==> src/rtl/pio_pwm_pkg.sv <==
// Shared definitions for the PIO-driven PWM motor driver.
// Holds the FSM state encoding, command/status field positions and the
// clamped duty-ramp helper.
package pio_pwm_pkg;

  typedef enum logic [1:0] {
    ST_IDLE    = 2'd0,
    ST_RUN     = 2'd1,
    ST_REVERSE = 2'd2,
    ST_DEAD    = 2'd3
  } state_t;

  localparam int unsigned DUTY_W = 12;

  localparam logic [3:0] CMD_TAG = 4'h5;

  // command word fields
  localparam int unsigned CMD_TAG_MSB  = 31;
  localparam int unsigned CMD_TAG_LSB  = 28;
  localparam int unsigned CMD_EN_BIT   = 27;
  localparam int unsigned CMD_DIR_BIT  = 26;
  localparam int unsigned CMD_DUTY_MSB = 23;
  localparam int unsigned CMD_DUTY_LSB = 12;

  // status word fields
  localparam int unsigned ST_DUTY_MSB  = 31;
  localparam int unsigned ST_DUTY_LSB  = 20;
  localparam int unsigned ST_DIR_BIT   = 19;
  localparam int unsigned ST_EN_BIT    = 18;
  localparam int unsigned ST_STATE_MSB = 17;
  localparam int unsigned ST_STATE_LSB = 16;
  localparam int unsigned ST_REJ_MSB   = 15;
  localparam int unsigned ST_REJ_LSB   = 8;
  localparam int unsigned ST_ACC_MSB   = 7;
  localparam int unsigned ST_ACC_LSB   = 0;

  // Move cur toward tgt by at most step. One extra bit of headroom keeps
  // the sum from wrapping; the result is clamped to tgt so it never overshoots.
  function automatic logic [DUTY_W-1:0] ramp_toward(
    input logic [DUTY_W-1:0] cur,
    input logic [DUTY_W-1:0] tgt,
    input logic [DUTY_W:0]   step
  );
    logic [DUTY_W:0] cur_x;
    logic [DUTY_W:0] tgt_x;
    logic [DUTY_W:0] sum;
    logic [DUTY_W:0] diff;
    logic [DUTY_W:0] sub;
    cur_x = {1'b0, cur};
    tgt_x = {1'b0, tgt};
    sum   = cur_x + step;
    diff  = cur_x - tgt_x;
    sub   = cur_x - step;
    if (cur_x < tgt_x) begin
      ramp_toward = (sum > tgt_x) ? tgt : sum[DUTY_W-1:0];
    end else begin
      ramp_toward = (diff > step) ? sub[DUTY_W-1:0] : tgt;
    end
  endfunction

endpackage

==> src/rtl/pio_pwm_driver_timebase.sv <==
// PWM timebase: prescaler plus free-running 12-bit period counter.
//   i_clk        system clock
//   i_reset      synchronous active-high reset
//   o_pwm_cnt    current PWM counter value (0..4095)
//   o_tick       high on the last prescaler cycle of each counter step
//   o_period_end high on the tick that wraps the counter 4095 -> 0
module pio_pwm_timebase
  import pio_pwm_pkg::*;
#(
  parameter int unsigned PRESCALE = 4
) (
  input  logic              i_clk,
  input  logic              i_reset,
  output logic [DUTY_W-1:0] o_pwm_cnt,
  output logic              o_tick,
  output logic              o_period_end
);

  localparam int unsigned PRE_W = (PRESCALE > 1) ? $clog2(PRESCALE) : 1;
  localparam logic [PRE_W-1:0] PRE_MAX = PRE_W'(PRESCALE - 1);

  logic [PRE_W-1:0]  r_pre;
  logic [DUTY_W-1:0] r_cnt;
  logic              w_tick;

  assign w_tick = (r_pre == PRE_MAX);

  always_ff @(posedge i_clk) begin
    if (i_reset) begin
      r_pre <= '0;
      r_cnt <= '0;
    end else begin
      r_pre <= w_tick ? '0 : r_pre + 1'b1;
      if (w_tick) begin
        r_cnt <= r_cnt + 1'b1;
      end
    end
  end

  assign o_pwm_cnt    = r_cnt;
  assign o_tick       = w_tick;
  assign o_period_end = w_tick && (r_cnt == '1);

endmodule

==> src/rtl/pio_pwm_driver.sv <==
// PIO command decoder and PWM/direction driver with soft ramping and a
// dead-time sequence on direction reversal.
//   clk       system clock
//   reset     synchronous active-high reset
//   cmd_word  command word from the PIO output port
//   pwm_out   registered PWM drive
//   dir_out   active direction
//   status    registered status word for the PIO input port
module pio_pwm_driver
  import pio_pwm_pkg::*;
#(
  parameter int unsigned PRESCALE  = 4,
  parameter int unsigned RAMP_STEP = 64,
  parameter int unsigned DEADTIME  = 2
) (
  input  logic        clk,
  input  logic        reset,
  input  logic [31:0] cmd_word,
  output logic        pwm_out,
  output logic        dir_out,
  output logic [31:0] status
);

  localparam logic [DUTY_W:0] STEP_X = RAMP_STEP[DUTY_W:0];
  localparam int unsigned DC_W = $clog2(DEADTIME + 1);
  localparam logic [DC_W-1:0] DEAD_LOAD = DC_W'(DEADTIME);
  localparam logic [DC_W-1:0] DEAD_ONE  = DC_W'(1);

  logic [31:0]       r_cmd_q;
  logic [31:0]       r_cmd_last;
  logic              r_req_en;
  logic              r_req_dir;
  logic [DUTY_W-1:0] r_req_duty;
  logic [7:0]        r_acc_cnt;
  logic [7:0]        r_rej_cnt;
  state_t            r_state;
  state_t            w_state_nxt;
  logic [DUTY_W-1:0] r_duty_cur;
  logic              r_dir_active;
  logic [DC_W-1:0]   r_dead_cnt;
  logic              r_pwm;
  logic [31:0]       r_status;
  logic [31:0]       w_status;
  logic [DUTY_W-1:0] w_eff_target;
  logic [DUTY_W-1:0] w_pwm_cnt;
  logic              w_tick_unused;
  logic              w_period_end;

  pio_pwm_timebase #(
    .PRESCALE (PRESCALE)
  ) u_timebase (
    .i_clk        (clk),
    .i_reset      (reset),
    .o_pwm_cnt    (w_pwm_cnt),
    .o_tick       (w_tick_unused),
    .o_period_end (w_period_end)
  );

  // Command capture: only a change of the registered word is acted upon.
  always_ff @(posedge clk) begin
    if (reset) begin
      r_cmd_q    <= '0;
      r_cmd_last <= '0;
      r_req_en   <= 1'b0;
      r_req_dir  <= 1'b0;
      r_req_duty <= '0;
      r_acc_cnt  <= '0;
      r_rej_cnt  <= '0;
    end else begin
      r_cmd_q <= cmd_word;
      if (r_cmd_q != r_cmd_last) begin
        r_cmd_last <= r_cmd_q;
        if (r_cmd_q[CMD_TAG_MSB:CMD_TAG_LSB] == CMD_TAG) begin
          r_req_en   <= r_cmd_q[CMD_EN_BIT];
          r_req_dir  <= r_cmd_q[CMD_DIR_BIT];
          r_req_duty <= r_cmd_q[CMD_DUTY_MSB:CMD_DUTY_LSB];
          r_acc_cnt  <= r_acc_cnt + 8'd1;
        end else if (r_rej_cnt != '1) begin
          r_rej_cnt <= r_rej_cnt + 8'd1;
        end
      end
    end
  end

  assign w_eff_target = ((r_state == ST_REVERSE) || !r_req_en) ? '0 : r_req_duty;

  always_comb begin
    w_state_nxt = r_state;
    case (r_state)
      ST_IDLE: begin
        if (r_req_en && (r_req_duty != '0)) begin
          w_state_nxt = (r_req_dir != r_dir_active) ? ST_DEAD : ST_RUN;
        end
      end
      ST_RUN: begin
        if (r_req_dir != r_dir_active) begin
          w_state_nxt = ST_REVERSE;
        end else if ((r_duty_cur == '0) && !r_req_en) begin
          w_state_nxt = ST_IDLE;
        end
      end
      ST_REVERSE: begin
        if (r_req_dir == r_dir_active) begin
          w_state_nxt = ST_RUN;
        end else if (w_period_end && (r_duty_cur == '0)) begin
          w_state_nxt = ST_DEAD;
        end
      end
      ST_DEAD: begin
        // The final decrement and the exit share one period_end so DEAD
        // spans exactly DEADTIME whole periods.
        if (w_period_end && (r_dead_cnt <= DEAD_ONE)) begin
          w_state_nxt = r_req_en ? ST_RUN : ST_IDLE;
        end
      end
      default: w_state_nxt = ST_IDLE;
    endcase
  end

  always_ff @(posedge clk) begin
    if (reset) begin
      r_state      <= ST_IDLE;
      r_duty_cur   <= '0;
      r_dir_active <= 1'b0;
      r_dead_cnt   <= '0;
      r_pwm        <= 1'b0;
    end else begin
      r_state <= w_state_nxt;

      if ((r_state != ST_DEAD) && (w_state_nxt == ST_DEAD)) begin
        r_dead_cnt <= DEAD_LOAD;
      end else if ((r_state == ST_DEAD) && w_period_end && (r_dead_cnt != '0)) begin
        r_dead_cnt <= r_dead_cnt - 1'b1;
      end

      if ((r_state == ST_DEAD) && (w_state_nxt != ST_DEAD)) begin
        r_dir_active <= r_req_dir;
      end

      if (w_period_end && (r_state != ST_DEAD)) begin
        r_duty_cur <= ramp_toward(r_duty_cur, w_eff_target, STEP_X);
      end

      r_pwm <= (w_pwm_cnt < r_duty_cur) && (r_state == ST_RUN);
    end
  end

  always_comb begin
    w_status = '0;
    w_status[ST_DUTY_MSB:ST_DUTY_LSB]   = r_duty_cur;
    w_status[ST_DIR_BIT]                = r_dir_active;
    w_status[ST_EN_BIT]                 = r_req_en;
    w_status[ST_STATE_MSB:ST_STATE_LSB] = r_state;
    w_status[ST_REJ_MSB:ST_REJ_LSB]     = r_rej_cnt;
    w_status[ST_ACC_MSB:ST_ACC_LSB]     = r_acc_cnt;
  end

  always_ff @(posedge clk) begin
    if (reset) begin
      r_status <= '0;
    end else begin
      r_status <= w_status;
    end
  end

  assign pwm_out = r_pwm;
  assign dir_out = r_dir_active;
  assign status  = r_status;

endmodule
==> config.mk <==
export PLATFORM = sky130hd
export DESIGN_NAME = pio_pwm_driver
export DESIGN_NICKNAME = d
export VERILOG_FILES = /design/src/rtl/pio_pwm_pkg.sv /design/src/rtl/pio_pwm_driver_timebase.sv /design/src/rtl/pio_pwm_driver.sv
export SDC_FILE = /design/constraint.sdc
export NUM_CORES = 1
export LEC_CHECK = 0
export ABC_AREA = 1
export CORE_ASPECT_RATIO = 0.9
export CORE_MARGIN = 3
export CORE_UTILIZATION = 52
export DETAILED_ROUTE_END_ITERATION = 7
export GPL_TIMING_DRIVEN = 1
export PLACE_DENSITY = 0.75
export RECOVER_POWER = 25
export SYNTH_ARGS = -nofsm -noshare
export SYNTH_HDL_FRONTEND = slang
export SYNTH_SLANG_ARGS = --single-unit
==> constraint.sdc <==
create_clock -name clk -period 7.54 [get_ports clk]
set_input_delay 1.508 -clock clk [delete_from_list [all_inputs] [get_ports clk]]
set_output_delay 1.508 -clock clk [all_outputs]
set_load 0.005 [all_outputs]
==> impl.org, run 1 <==
** Drt
- TritonRoute pass-1 iters :: 5
- Remaining DRCs :: 0
- For this block, the initial DRC count from the detailed router was 461.
- Dividing the detail-routed wire length by the instance count gives 12.3 um.
- The count of nets left with antenna violations once routing finished came out at 0.
- The routed design has 15800 um of wire.
- Vias/cell :: 4.94
- Via Count :: 6353

** Global routing
- Total congestion overflow after global routing :: 0
- The initial antenna violation count came to 0.
- Largest net degree at the start of global routing :: 77
- GR Util All Layers :: 20.7%
- The via count of the first global-routing pass came to 5906.
- The first global-routing pass estimated 27100 um of wire.

** Critical path
- The critical path is of the in -> reg type.
- Crit path max-delay family :: buffers and inverters
- Traced cell by cell, the critical path runs through clkbuf_1, inv_1, o21ai_0, a21oi_1.
- The largest single stage delay on the critical path is 1.18 ns.
- Required time at the endpoint of the critical path :: 7.81 ns
- The worst setup path is launched from a primary input.
- For the worst setup path, the data arrival time is 4.21 ns.
- Worst Path Buf+Inv :: 2
- Among all stages on the critical path, the largest delay is contributed by sky130_fd_sc_hd__clkbuf_1.
- Highest net fanout along the worst path :: 44
- Category of the worst setup path capture point :: register

** Floorplan
- The floorplan step set the die width to 132 um.
- The core region is 13700 sq um.
- DIE AREA :: 15800 sq um
- # IOs :: 68
- The initial utilization of the core area, before any placement, comes to 54.5%.
- The die is 119 um tall.
- Std cell rows :: 40

** Final layout
- The post-route netlist has 6.10% of its cells at a drive strength greater than 1.
- Summing all non-filler instances in the final layout gives an area of 8890 sq um.
- Leaving out fill and tap cells, the most frequent cell in the layout is sky130_fd_sc_hd__inv_1.
- The area growth from synthesis to layout is 19.5%.
- Count of inserted antenna diode cells :: 0
- The top cell types in the final layout, fill and taps aside, are 180 x sky130_fd_sc_hd__inv_1, 165 x sky130_fd_sc_hd__nand2_1, 162 x sky130_fd_sc_hd__nor2_1.
- Nets :: 1161
- Cells fill 65.0% of the core in the end.
- Count of fill cells added during filler insertion :: 1200

** STA
- Relative slew margins :: -11.4%
- Based on the critical path, the design can be clocked at up to 254 MHz.
- Across the routed clock network, the largest skew measured is 0.0113 ns.
- Transition time of the tightest slew-check pin :: 1.67 ns
- Total Neg Setup Slack :: 0 ns
- Final Max Slew Viols :: 38
- Setup slack closes at 3.60 ns.
- Final number of setup-violating endpoints :: 0
- Share of the clock period used by the worst path after layout :: 52.2%
- Tmin final :: 3.94 ns
- Setup repair after global routing missed its margin :: false
- The hold violation count in the final report came to 0.

** Placement
- Post-detailed-placement cell area :: 8260 sq um
- During placement, the flow inserted port buffers numbering 67.
- Before CTS, the worst setup slack after placement is 4.38 ns.
- Detailed placement HPWL :: 11500 um
- The congestion estimate from routability-driven global placement came to 0.914.

** Logic synthesis
- Fraction of the mapped netlist area in compound gates :: 8.83%
- Average cell area after synthesis :: 7.30 sq um
- Main combinational cell family by area after synthesis :: simple AND/OR/NAND/NOR gates
- The number of nets handed over by synthesis was 1095.
- Fraction of the yosys area taken by sequential cells :: 42.5%
- The synthesized netlist devotes 7.16% of its cell area to adder and majority cells.
- The synthesized netlist devotes 3.63% of its cell area to XOR and XNOR gates.
- Cells after synthesis :: 1019
- The synthesized netlist devotes 27.3% of its cell area to simple gates.
- Ys Warns :: 0
- Cell area after synthesis :: 7440 sq um
- Distinct cell type count of the synthesized netlist :: 43
- Mux share of post-synthesis cell area :: 0%
- After synthesis the netlist holds a flip-flop and latch count of 158.

** Power
- In this run the power density over the cells is 209 nW/um^2.
- The completed layout was analyzed and its total power is 1.86 mW.
- VDD sags by at most 160 uV.
- Standby leakage power :: 4.10 nW

** Clock tree
- After clock tree synthesis, the repair step resized 0 gates.
- Clk Latency, worst-skew pair :: 0.42 ns
- TritonCTS clock tree :: yes
- Worst-path clk slew :: 0.06 ns
- Total of hold buffers inserted after clock tree synthesis :: 0
- Deepest level of the CTS H-tree :: 4
- # clock sinks :: 158
- Post-CTS Setup Repair Bufs :: 0
- Counting the buffers created by CTS gives 17.
- Maximum clock path buffer count :: 2
- Library cell used as clock root buffer :: sky130_fd_sc_hd__clkbuf_16

** Outcome
- The final reports fail on capacitance limit, slew limit.
- The run finished, with violations left.

** Flow run
- Max-cap violation count :: 1

** Min path
- The path class of the tightest hold or removal check is reg -> reg.
[logic make-up (layout without fill, tap and decap cells)]
group	after synthesis	in the layout
simple gates	460	460
buf+inv	207	286
xor+xnor	30	30
fa+ha+maj	42	42
compound gates	122	122
flops	158	158
[path summary, 6_finish.rpt]
| check | startpoint | to | slack (ns) | cells past startpoint |
|---|---|---|---|---|
| setup / recovery | reset | r_req_duty[1]$_SDFFE_PP0P_ | 3.60 | 4 |
| hold / removal | r_rej_cnt[7]$_SDFFE_PP0P_ | r_rej_cnt[7]$_SDFFE_PP0P_ | 0.43 | 1 |
| setup reg to reg | r_state[1]$_SDFF_PP0_ | r_duty_cur[1]$_SDFFE_PP0P_ | 4.35 | 20 |
| hold reg to reg | r_rej_cnt[7]$_SDFFE_PP0P_ | r_rej_cnt[7]$_SDFFE_PP0P_ | 0.43 | 1 |
[synthesized netlist by cell type (all sizes together)]
library cell | n | area [sq um]
nor3b | 4 | 30.0
o21ai | 51 | 255
xnor2 | 22 | 193
nor3 | 21 | 110
o211a | 1 | 10.0
or2 | 9 | 56.3
a31oi | 2 | 12.5
nand4 | 12 | 81.3
nand3b | 5 | 37.5
and3 | 1 | 6.26
nand3 | 61 | 315
fa | 1 | 20.0
dfxtp | 158 | 3160
xor2 | 8 | 77.6
clkinv | 1 | 3.75
ha | 41 | 513
clkbuf | 13 | 48.8
nor2 | 165 | 637
buf | 8 | 40.0
o21bai | 2 | 15.0
inv | 185 | 694
a21oi | 63 | 342
nor4 | 5 | 46.3
nand2 | 177 | 709
o21a | 1 | 7.51
o211ai | 2 | 15.0
[stage by stage]
| stage | instances | hold WS (ns) |
|---|---|---|
| final | 1287 | 0.428 |
| after CTS | 1287 | 0.433 |
| after global placement | 1255 | 0.416 |
| after floorplan | 1019 | 0.404 |
| after detailed placement | 1255 | 0.423 |
| after global routing | 1287 | 0.447 |
[layer usage]
metal,share of wire [%],GRT usage [%],up-vias
met5,0,0,-
met4,1.8,7.09,0
met3,5.2,4.98,25
met2,46,32.7,163
met1,47,27.7,2857
li1,-,-,3308
[worst register-to-register path: stages (launching register included)]
cell	delay [ns]
sky130_fd_sc_hd__dfxtp_1	0.39
sky130_fd_sc_hd__nand2_1	0.09
sky130_fd_sc_hd__nand2_1	0.31
sky130_fd_sc_hd__nor2_1	0.12
sky130_fd_sc_hd__ha_1	0.24
sky130_fd_sc_hd__fa_1	0.39
sky130_fd_sc_hd__inv_1	0.12
sky130_fd_sc_hd__nand3_1	0.16
sky130_fd_sc_hd__nand2_2	0.14
sky130_fd_sc_hd__nand2_1	0.08
sky130_fd_sc_hd__nand3_1	0.09
sky130_fd_sc_hd__nand2_1	0.07
sky130_fd_sc_hd__nor2_1	0.10
sky130_fd_sc_hd__nand3_1	0.12
sky130_fd_sc_hd__nor2_4	0.17
sky130_fd_sc_hd__nand2_4	0.09
sky130_fd_sc_hd__nand2_4	0.11
sky130_fd_sc_hd__nand2_4	0.10
sky130_fd_sc_hd__nand2_1	0.07
sky130_fd_sc_hd__nand2_1	0.05
sky130_fd_sc_hd__nor2_1	0.12
[state kept, by name (all words and copies together) (netlist names)]
signal	flops
r_req_en	1
r_dead_cnt	2
u_timebase.o_pwm_cnt	12
r_state	2
pwm_out	1
status	32
r_duty_cur	12
r_cmd_last	32
r_acc_cnt	8
r_rej_cnt	8
r_cmd_q	32
r_req_dir	1
dir_out	1
r_req_duty	12
u_timebase.r_pre	2
[where the power goes]
group | switching, mW | leakage (nW) | internal (mW) | total (mW)
Combinational | 0.0496 | 2.50 | 0.0439 | 0.0935
Sequential | 0.0127 | 1.29 | 0.858 | 0.870
Clock | 0.358 | 0.307 | 0.536 | 0.893
Total | 0.420 | 4.10 | 1.44 | 1.86
[final cells by class]
class                   instances  area (sq um)  area share [%]
inverters                     186           698            7.86
clock buffers                  18           429            4.83
flip-flops and latches        158          3160            35.6
well taps                     189           236            2.66
multi-input cells             654          3490            39.3
clock inverters                14           199            2.24
repair buffers                 68           672            7.56
No activity file was read; power rests on OpenSTA's default activity.
==> run 2, diff against run 1 <==
--- a/config.mk
+++ b/config.mk
@@ -11,7 +11,7 @@
 export CORE_UTILIZATION = 52
 export DETAILED_ROUTE_END_ITERATION = 7
 export GPL_TIMING_DRIVEN = 1
-export PLACE_DENSITY = 0.75
+export PLACE_DENSITY = 0.78
 export RECOVER_POWER = 25
 export SYNTH_ARGS = -nofsm -noshare
 export SYNTH_HDL_FRONTEND = slang
==> constraint.sdc (replaced) <==
create_clock -name clk -period 3.5 [get_ports clk]
set_input_delay 0.7 -clock clk [delete_from_list [all_inputs] [get_ports clk]]
set_output_delay 0.7 -clock clk [all_outputs]
set_load 0.005 [all_outputs]
==> run 2 against run 1 <==
The flow now finishes without violations; final cell count unchanged; worst hold slack gained 0.0028 ns; clock power up 110%; global-route usage down 0.085 points; die area did not move; sequential share of layout area about the same; combinational power rose by 110%; critical path type is now reg -> reg.
==> impl.org, run 2 (synthesized netlist as in run 1, its figures left out) <==
** Drt
- Remaining DRCs :: 0 (unchanged)
- Vias/cell :: 4.95 (+0.25%)
- The routed wire length is 15700 um (-0.45%).
- Via Count :: 6369 (+0.25%)
- The number of nets still failing antenna checks after routing came to 0 (unchanged).
- The number of optimization iterations in the first detailed-route pass is 7 (+2).
- The average detailed-routed wire length per instance is 12.2 um (-0.45%).
- Starting DRT DRC Count :: 440 (-4.6%)

** Clock tree
- Number of CTS-inserted buffers :: 17 (unchanged)
- Total of hold buffers inserted after clock tree synthesis :: 0 (unchanged)
- Worst-path clk slew :: 0.06 ns (about the same)
- The post-cts gate resize count came to 0 (unchanged).
- Library cell used as clock root buffer :: sky130_fd_sc_hd__clkbuf_16
- # clock sinks :: 158 (unchanged)
- The maximum level of the CTS H-tree is 4 (unchanged).
- Clk Latency, worst-skew pair :: 0.42 ns (about the same)
- The buffer count from post-CTS setup fixing came to 0 (unchanged).
- TritonCTS clock tree :: yes
- The number of buffers on the longest clock path was 2 (unchanged).

** STA
- Tmin final :: 3.08 ns
- Relative slew margins :: 0.863% (+12 points)
- Setup repair after global routing left no endpoint under its margin.
- The final worst clock skew is 0.0103 ns (-0.00101 ns).
- The slew of the pin with the lowest slew margin is 1.49 ns (-0.184 ns).
- Final number of setup-violating endpoints :: 0 (unchanged)
- Highest achievable clock rate :: 325 MHz
- The final critical path takes up 87.9% of the cycle.
- The final hold slack is 0.431 ns (+0.00278 ns).
- The total count of max-transition violations in the final report is 0 (-100%).
- The setup TNS came to 0 ns (unchanged).
- The hold violation count in the final report came to 0 (unchanged).

** Global routing
- The maximum number of pins on one net before global-route repair came to 79 (+2.6%).
- The via count of the first global-routing pass was 5910 (+0.068%).
- The global-route wire length before repair was 26800 um (-1.0%).
- Total congestion overflow after global routing :: 0 (unchanged)
- GR Util All Layers :: 20.6% (-0.085 points)
- The initial antenna violation count came to 0 (unchanged).

** Critical path
- STA classifies the critical path endpoint as a register.
- Slowest-stage cell, CP :: sky130_fd_sc_hd__dfxtp_1
- The critical path goes through nand2_1, nand2_1, nor2_1, ha_1, fa_1, inv_1, nand3_1, nand2_2, nand2_1, nand3_1, nand2_1, nor2_1, nand3_1, nor2_4, nand2_4, nand2_4, nand2_4, o21ai_1, nor2_1.
- The number of cells on the critical path came to 19 (+15).
- Required time at the endpoint of the critical path :: 3.82 ns (-3.99 ns)
- Counting stages on the worst path, the most repeated cell is sky130_fd_sc_hd__nand2_1.
- Critical path launch point type :: register
- The sum of buffers and inverters on the critical path came to 1 (-1).
- Largest incremental delay on the critical path :: 0.40 ns (-0.78 ns)
- WP data arrival :: 3.39 ns (-0.82 ns)
- The highest net fanout along the worst path came to 9 (-80%).
- The number of cell instances on the worst register-to-register path was 19 (-5.0%).
- Critical path class :: reg -> reg
- Among cell families on the critical path, the largest total delay comes from simple AND/OR/NAND/NOR gates.

** Final layout
- The number of cells in the finished layout apart from fillers is 1287 (unchanged).
- The share of cells above drive strength 1 is 6.19% (+0.091 points).
- The final design utilization was 65.0% (about the same).
- Count of inserted antenna diode cells :: 0 (unchanged)
- The top cell types in the final layout, fill and taps aside, are 180 x sky130_fd_sc_hd__inv_1, 165 x sky130_fd_sc_hd__nand2_1, 162 x sky130_fd_sc_hd__nor2_1.
- Most frequent standard cell in the layout excluding fill and tap cells :: sky130_fd_sc_hd__inv_1
- The signed area change from the synthesized netlist to the final layout was 19.4% (about the same).
- The final net count is 1163 (+0.17%).

** Placement
- The number of port buffers came to 67 (unchanged).
- Final weighted congestion of routability-driven global placement :: 0.963 (+5.4%)
- Post-placement cell count :: 1257 (+0.16%)
- The placed wire-length estimate came to 11600 um (+0.51%).

** Power
- The total power divided by cell area came to 446 nW/um^2 (+110%).
- Standby leakage power :: 4.09 nW (-0.21%)
- The peak supply drop is 407 uV (+160%).

** Floorplan
- Die width :: 132 um (unchanged)
- The die area came to 15800 sq um (unchanged).
- The floorplan row count came to 40 (unchanged).
- Vertical extent of the die :: 119 um (unchanged)
- Initial core utilization :: 54.5% (unchanged)
- The top-level port count is 68 (unchanged).
- Core footprint :: 13700 sq um (unchanged)

** Flow run
- The reported max-cap violation count was 0 (-1).

** Min path
- Min-Delay Path Class :: reg -> reg
- Count of cells along the worst hold path :: 1 (unchanged)

** Outcome
- Outcome :: finished, final reports clean
## run 2: cell types whose count changed in the layout (fill, tap and decap cells not counted), sizes merged
cell	delta
buf	+2
clkinvlp	+3
clkbuf	+1
clkinv	-1
inv	-5
## run 2: per-stage QoR
| stage | setup slack (ns) | power (mW) | instance area (sq um) |
|---|---|---|---|
| finish | 0.423 | 3.96 | 8890 |
| global route | 0.0932 | 4.10 | 8890 |
| CTS | 0.445 | 3.99 | 8890 |
| detailed placement | 0.462 | 2.11 | 8280 |
| global placement | 0.500 | 2.11 | 8280 |
| floorplan | 0.903 | 2.04 | 7440 |
## run 2: metal layers
layer | share of wire [%] | track usage (%) | vias to the layer above
li1 | - | - | 3311
met1 | 47 | 26.5 | 2861
met2 | 46 | 34.3 | 176
met3 | 5.7 | 4.65 | 21
met4 | 1.3 | 6.63 | 0
met5 | 0 | 0 | -
## run 2: final cells by class
cell class	instances	area [sq um]
fillers	1176	4780
multi-input cells	654	3490
flip-flops and latches	158	3160
inverters	186	698
repair buffers	70	687
clock buffers	19	453
well taps	189	236
clock inverters	11	159
## run 2: path summary, 6_finish.rpt
check	from	endpoint	slack (ns)
max	r_state[1]$_SDFF_PP0_	r_duty_cur[3]$_SDFFE_PP0P_	0.42
min reg2reg	u_timebase.r_pre[0]$_SDFF_PP0_	u_timebase.r_pre[0]$_SDFF_PP0_	0.43
min	u_timebase.r_pre[0]$_SDFF_PP0_	u_timebase.r_pre[0]$_SDFF_PP0_	0.43
max reg2reg	r_state[1]$_SDFF_PP0_	r_duty_cur[3]$_SDFFE_PP0P_	0.42
## run 2: report_power, final
group | switching [mW] | total (mW) | internal [mW]
registers | 0.0269 | 1.88 | 1.85
clock network | 0.724 | 1.89 | 1.16
logic | 0.104 | 0.199 | 0.0956
==> run 3, diff against run 2 <==
--- a/config.mk
+++ b/config.mk
@@ -8,11 +8,12 @@
 export ABC_AREA = 1
 export CORE_ASPECT_RATIO = 0.9
 export CORE_MARGIN = 3
-export CORE_UTILIZATION = 52
+export CORE_UTILIZATION = 50
 export DETAILED_ROUTE_END_ITERATION = 7
 export GPL_TIMING_DRIVEN = 1
-export PLACE_DENSITY = 0.78
+export PLACE_DENSITY = 0.76
 export RECOVER_POWER = 25
 export SYNTH_ARGS = -nofsm -noshare
 export SYNTH_HDL_FRONTEND = slang
 export SYNTH_SLANG_ARGS = --single-unit
+export TNS_END_PERCENT = 20
==> run 3 against run 2 <==
Non-clock buffer count stayed put; final area decreased by 0.13%; routed wire length shrank 3.2%; combinational power is essentially flat; sequential power about the same; global-route usage is 1.1 points lower; final cell count is 0.47% higher; die area is 3.8% higher; sequential cell count stayed put; clock power shrank 4%; critical endpoint is now r_duty_cur[5]$_SDFFE_PP0P_; highest routed layer unchanged.
==> impl.org, run 3 (synthesized netlist as in run 1, its figures left out) <==
** Clock tree
- The clock sink total was 158 (unchanged).
- The buffer count from post-CTS setup fixing is 0 (unchanged).
- Library cell used as clock root buffer :: sky130_fd_sc_hd__clkbuf_16
- Deepest level of the CTS H-tree :: 4 (unchanged)
- The clock input transition at the sequential cells of the worst setup and hold paths came to 0.07 ns (about the same).
- Maximum clock path buffer count :: 2 (unchanged)
- Number of CTS-inserted buffers :: 17 (unchanged)
- The number of hold buffers added after CTS is 0 (unchanged).
- Clk Latency, worst-skew pair :: 0.43 ns (about the same)
- TritonCTS clock tree :: yes
- The post-cts gate resize count was 0 (unchanged).

** Global routing
- Number of antenna violations at the first check in global routing :: 0 (unchanged)
- GR Util All Layers :: 19.5% (-1.1 points)
- The aggregate global routing overflow came to 0 (unchanged).
- The global-route wire length before repair is 26100 um (-2.8%).
- Largest net degree at the start of global routing :: 80 (+1.3%)
- The via count of the first global-routing pass is 5747 (-2.8%).

** Final layout
- Final standard cell area without fillers :: 8870 sq um (-0.13%)
- The final net count was 1163 (unchanged).
- The share of cells above drive strength 1 is 6.36% (+0.17 points).
- The fill cell instance count of the final layout came to 1258 (+7.0%).
- Leaving out fill and tap cells, the most frequent cells in the layout are 180 x sky130_fd_sc_hd__inv_1, 165 x sky130_fd_sc_hd__nand2_1, 162 x sky130_fd_sc_hd__nor2_1.
- Leaving out fill and tap cells, the most frequent cell in the layout is sky130_fd_sc_hd__inv_1.
- The antenna diode instance count was 0 (unchanged).
- Synth-to-layout area growth :: 19.3%

** Drt
- Starting DRT DRC Count :: 502 (+14%)
- TritonRoute pass-1 iters :: 5 (-2)
- Total wire length :: 15200 um (-3.2%)
- Post-route ant nets :: 0 (unchanged)
- Via Count :: 6275 (-1.5%)
- Average wire length per cell after detail routing :: 11.8 um (-3.7%)
- Vias/cell :: 4.85 (-1.9%)
- Remaining DRCs :: 0 (unchanged)

** Min path
- Count of cells along the worst hold path :: 1 (unchanged)
- Terminating pin of the worst hold path :: u_timebase.r_pre[0]$_SDFF_PP0_
- Worst hold path startpoint :: u_timebase.r_pre[0]$_SDFF_PP0_
- The worst hold path belongs to the class reg -> reg.

** Critical path
- Among cell families on the critical path, the largest total delay comes from simple AND/OR/NAND/NOR gates.
- Cells traversed along the worst timing path :: nand2_1, nand2_1, nor2_1, ha_1, fa_1, inv_1, nand3_1, nand2_2, nand2_1, nand3_1, nand2_1, nor2_1, nand3_1, nor2_4, nand2_4, nand2_4, nand2_4, o21ai_1, nor2_1
- Reg2Reg Launch Point :: r_state[1]$_SDFF_PP0_
- Path depth of the worst reg2reg path :: 19 (unchanged)
- First element of the critical path :: r_state[1]$_SDFF_PP0_
- Most frequent CP cell :: sky130_fd_sc_hd__nand2_1
- On the critical path, the stage with the largest delay is an instance of sky130_fd_sc_hd__dfxtp_1.
- The highest net fanout along the worst path is 9 (unchanged).
- Slack of the worst reg-to-reg path :: 0.42 ns (about the same)
- Category of the worst setup path capture point :: register
- The sum of buffers and inverters on the critical path is 1 (unchanged).
- The longest individual stage delay on the worst path is 0.41 ns (about the same).
- Critical path launch point type :: register
- The required time of the worst setup path is 3.81 ns (about the same).
- WP data arrival :: 3.39 ns (about the same)
- The worst register-to-register path ends at r_duty_cur[5]$_SDFFE_PP0P_.
- The worst setup path is of the reg -> reg kind.

** STA
- The final worst clock skew is 0.00658 ns (-0.00373 ns).
- The total count of max-transition violations in the final report is 0 (unchanged).
- Tmin final :: 3.08 ns (-0.00122 ns)
- The maximum operating frequency came to 325 MHz (about the same).
- Relative slew margins :: 1.95% (+1.1 points)
- The share of the clock period used by the worst path after layout came to 87.9% (about the same).
- The hold violation count in the final report was 0 (unchanged).
- The slew of the pin with the lowest slew margin is 1.47 ns (-0.0163 ns).
- Final number of setup-violating endpoints :: 0 (unchanged)
- The setup TNS was 0 ns (unchanged).
- Setup repair after global routing left no endpoint under its margin.

** Floorplan
- The top-level port count was 68 (unchanged).
- The height of the chip was 122 um (+1.9%).
- The die width came to 135 um (+1.9%).
- Std cell rows :: 41 (+2.5%)
- DIE AREA :: 16400 sq um (+3.8%)
- Core footprint :: 14300 sq um (+4.8%)
- The starting utilization of the core area was 52.0% (-2.5 points).

** Placement
- The placed wire-length estimate is 11300 um (-2.2%).
- Final weighted congestion of routability-driven global placement :: 0.948 (-1.6%)
- Port Buf Inserts :: 67 (unchanged)
- Post-detailed-placement cell area :: 8280 sq um (about the same)

** Power
- The peak supply drop came to 510 uV (+25%).
- The total power divided by cell area came to 438 nW/um^2 (-1.6%).
- The leakage component of the power is 4.08 nW (-0.11%).

** Flow run
- Max-cap violation count :: 0 (unchanged)

** Outcome
- The flow ran to the end, and the final reports show no timing, DRC or antenna violations.
## run 3: changes by cell type in the layout (fill, tap and decap cells not counted), moves of 2 or more
cell                        delta
sky130_fd_sc_hd__inv_8         +2
sky130_fd_sc_hd__inv_6         +2
sky130_fd_sc_hd__clkbuf_8      -2
sky130_fd_sc_hd__bufinv_16     -2
sky130_fd_sc_hd__clkinv_8      +2
## run 3: area by class of cell
cell class                      instances  area (sq um)  share of cell area [%]
Multi-Input combinational cell        654          3490                    39.3
Sequential cell                       158          3160                    35.6
Inverter                              186           698                    7.87
Timing Repair Buffer                   70           684                    7.71
Clock buffer                           17           425                    4.79
Tap cell                              193           241                    2.72
Clock inverter                         15           173                    1.95
## run 3: metrics by stage
| stage | worst slack, ns | hold slack, ns | instances | total power [mW] | util [%] |
|---|---|---|---|---|---|
| after floorplan | 0.903 | 0.404 | 1019 | 2.04 | - |
| after global placement | 0.595 | 0.416 | 1261 | 2.11 | 57.9 |
| after detailed placement | 0.484 | 0.420 | 1261 | 2.11 | 57.9 |
| after CTS | 0.444 | 0.429 | 1293 | 3.93 | 62.1 |
| after global routing | 0.0697 | 0.446 | 1293 | 4.04 | 62.0 |
| final | 0.424 | 0.431 | 1293 | 3.89 | 62.0 |
## run 3: worst register-to-register path: cells and delay by family (launching register included)
| kind | cells | cell delay, ns |
|---|---|---|
| AND/OR/NAND/NOR | 15 | 1.69 |
| adder cells (fa/ha/maj) | 2 | 0.62 |
| flip-flops | 1 | 0.41 |
| buffers and inverters | 1 | 0.13 |
| AO/OA/AOI/OAI | 1 | 0.13 |
## run 3: per-layer routing
layer | track usage (%) | part of all wire (%) | wire length, um
met1 | 26.6 | 48 | 7330
met2 | 30.4 | 44 | 6690
met3 | 4.50 | 5.9 | 904
met4 | 7.19 | 1.8 | 269
met5 | 0 | 0 | 0
## run 3: worst max path at each step
stage	end	cells past startpoint
floorplan	r_duty_cur[3]$_SDFFE_PP0P_	20
global placement	r_duty_cur[3]$_SDFFE_PP0P_	19
detailed placement	r_duty_cur[5]$_SDFFE_PP0P_	20
global route	r_req_en$_SDFFE_PP0P_	5
finish	r_duty_cur[5]$_SDFFE_PP0P_	19
CTS	r_duty_cur[5]$_SDFFE_PP0P_	19
## run 3: power breakdown
group	switching (mW)	internal (mW)
sequential	0.0270	1.85
clock	0.804	1.02
combinational	0.102	0.0956
total	0.932	2.96
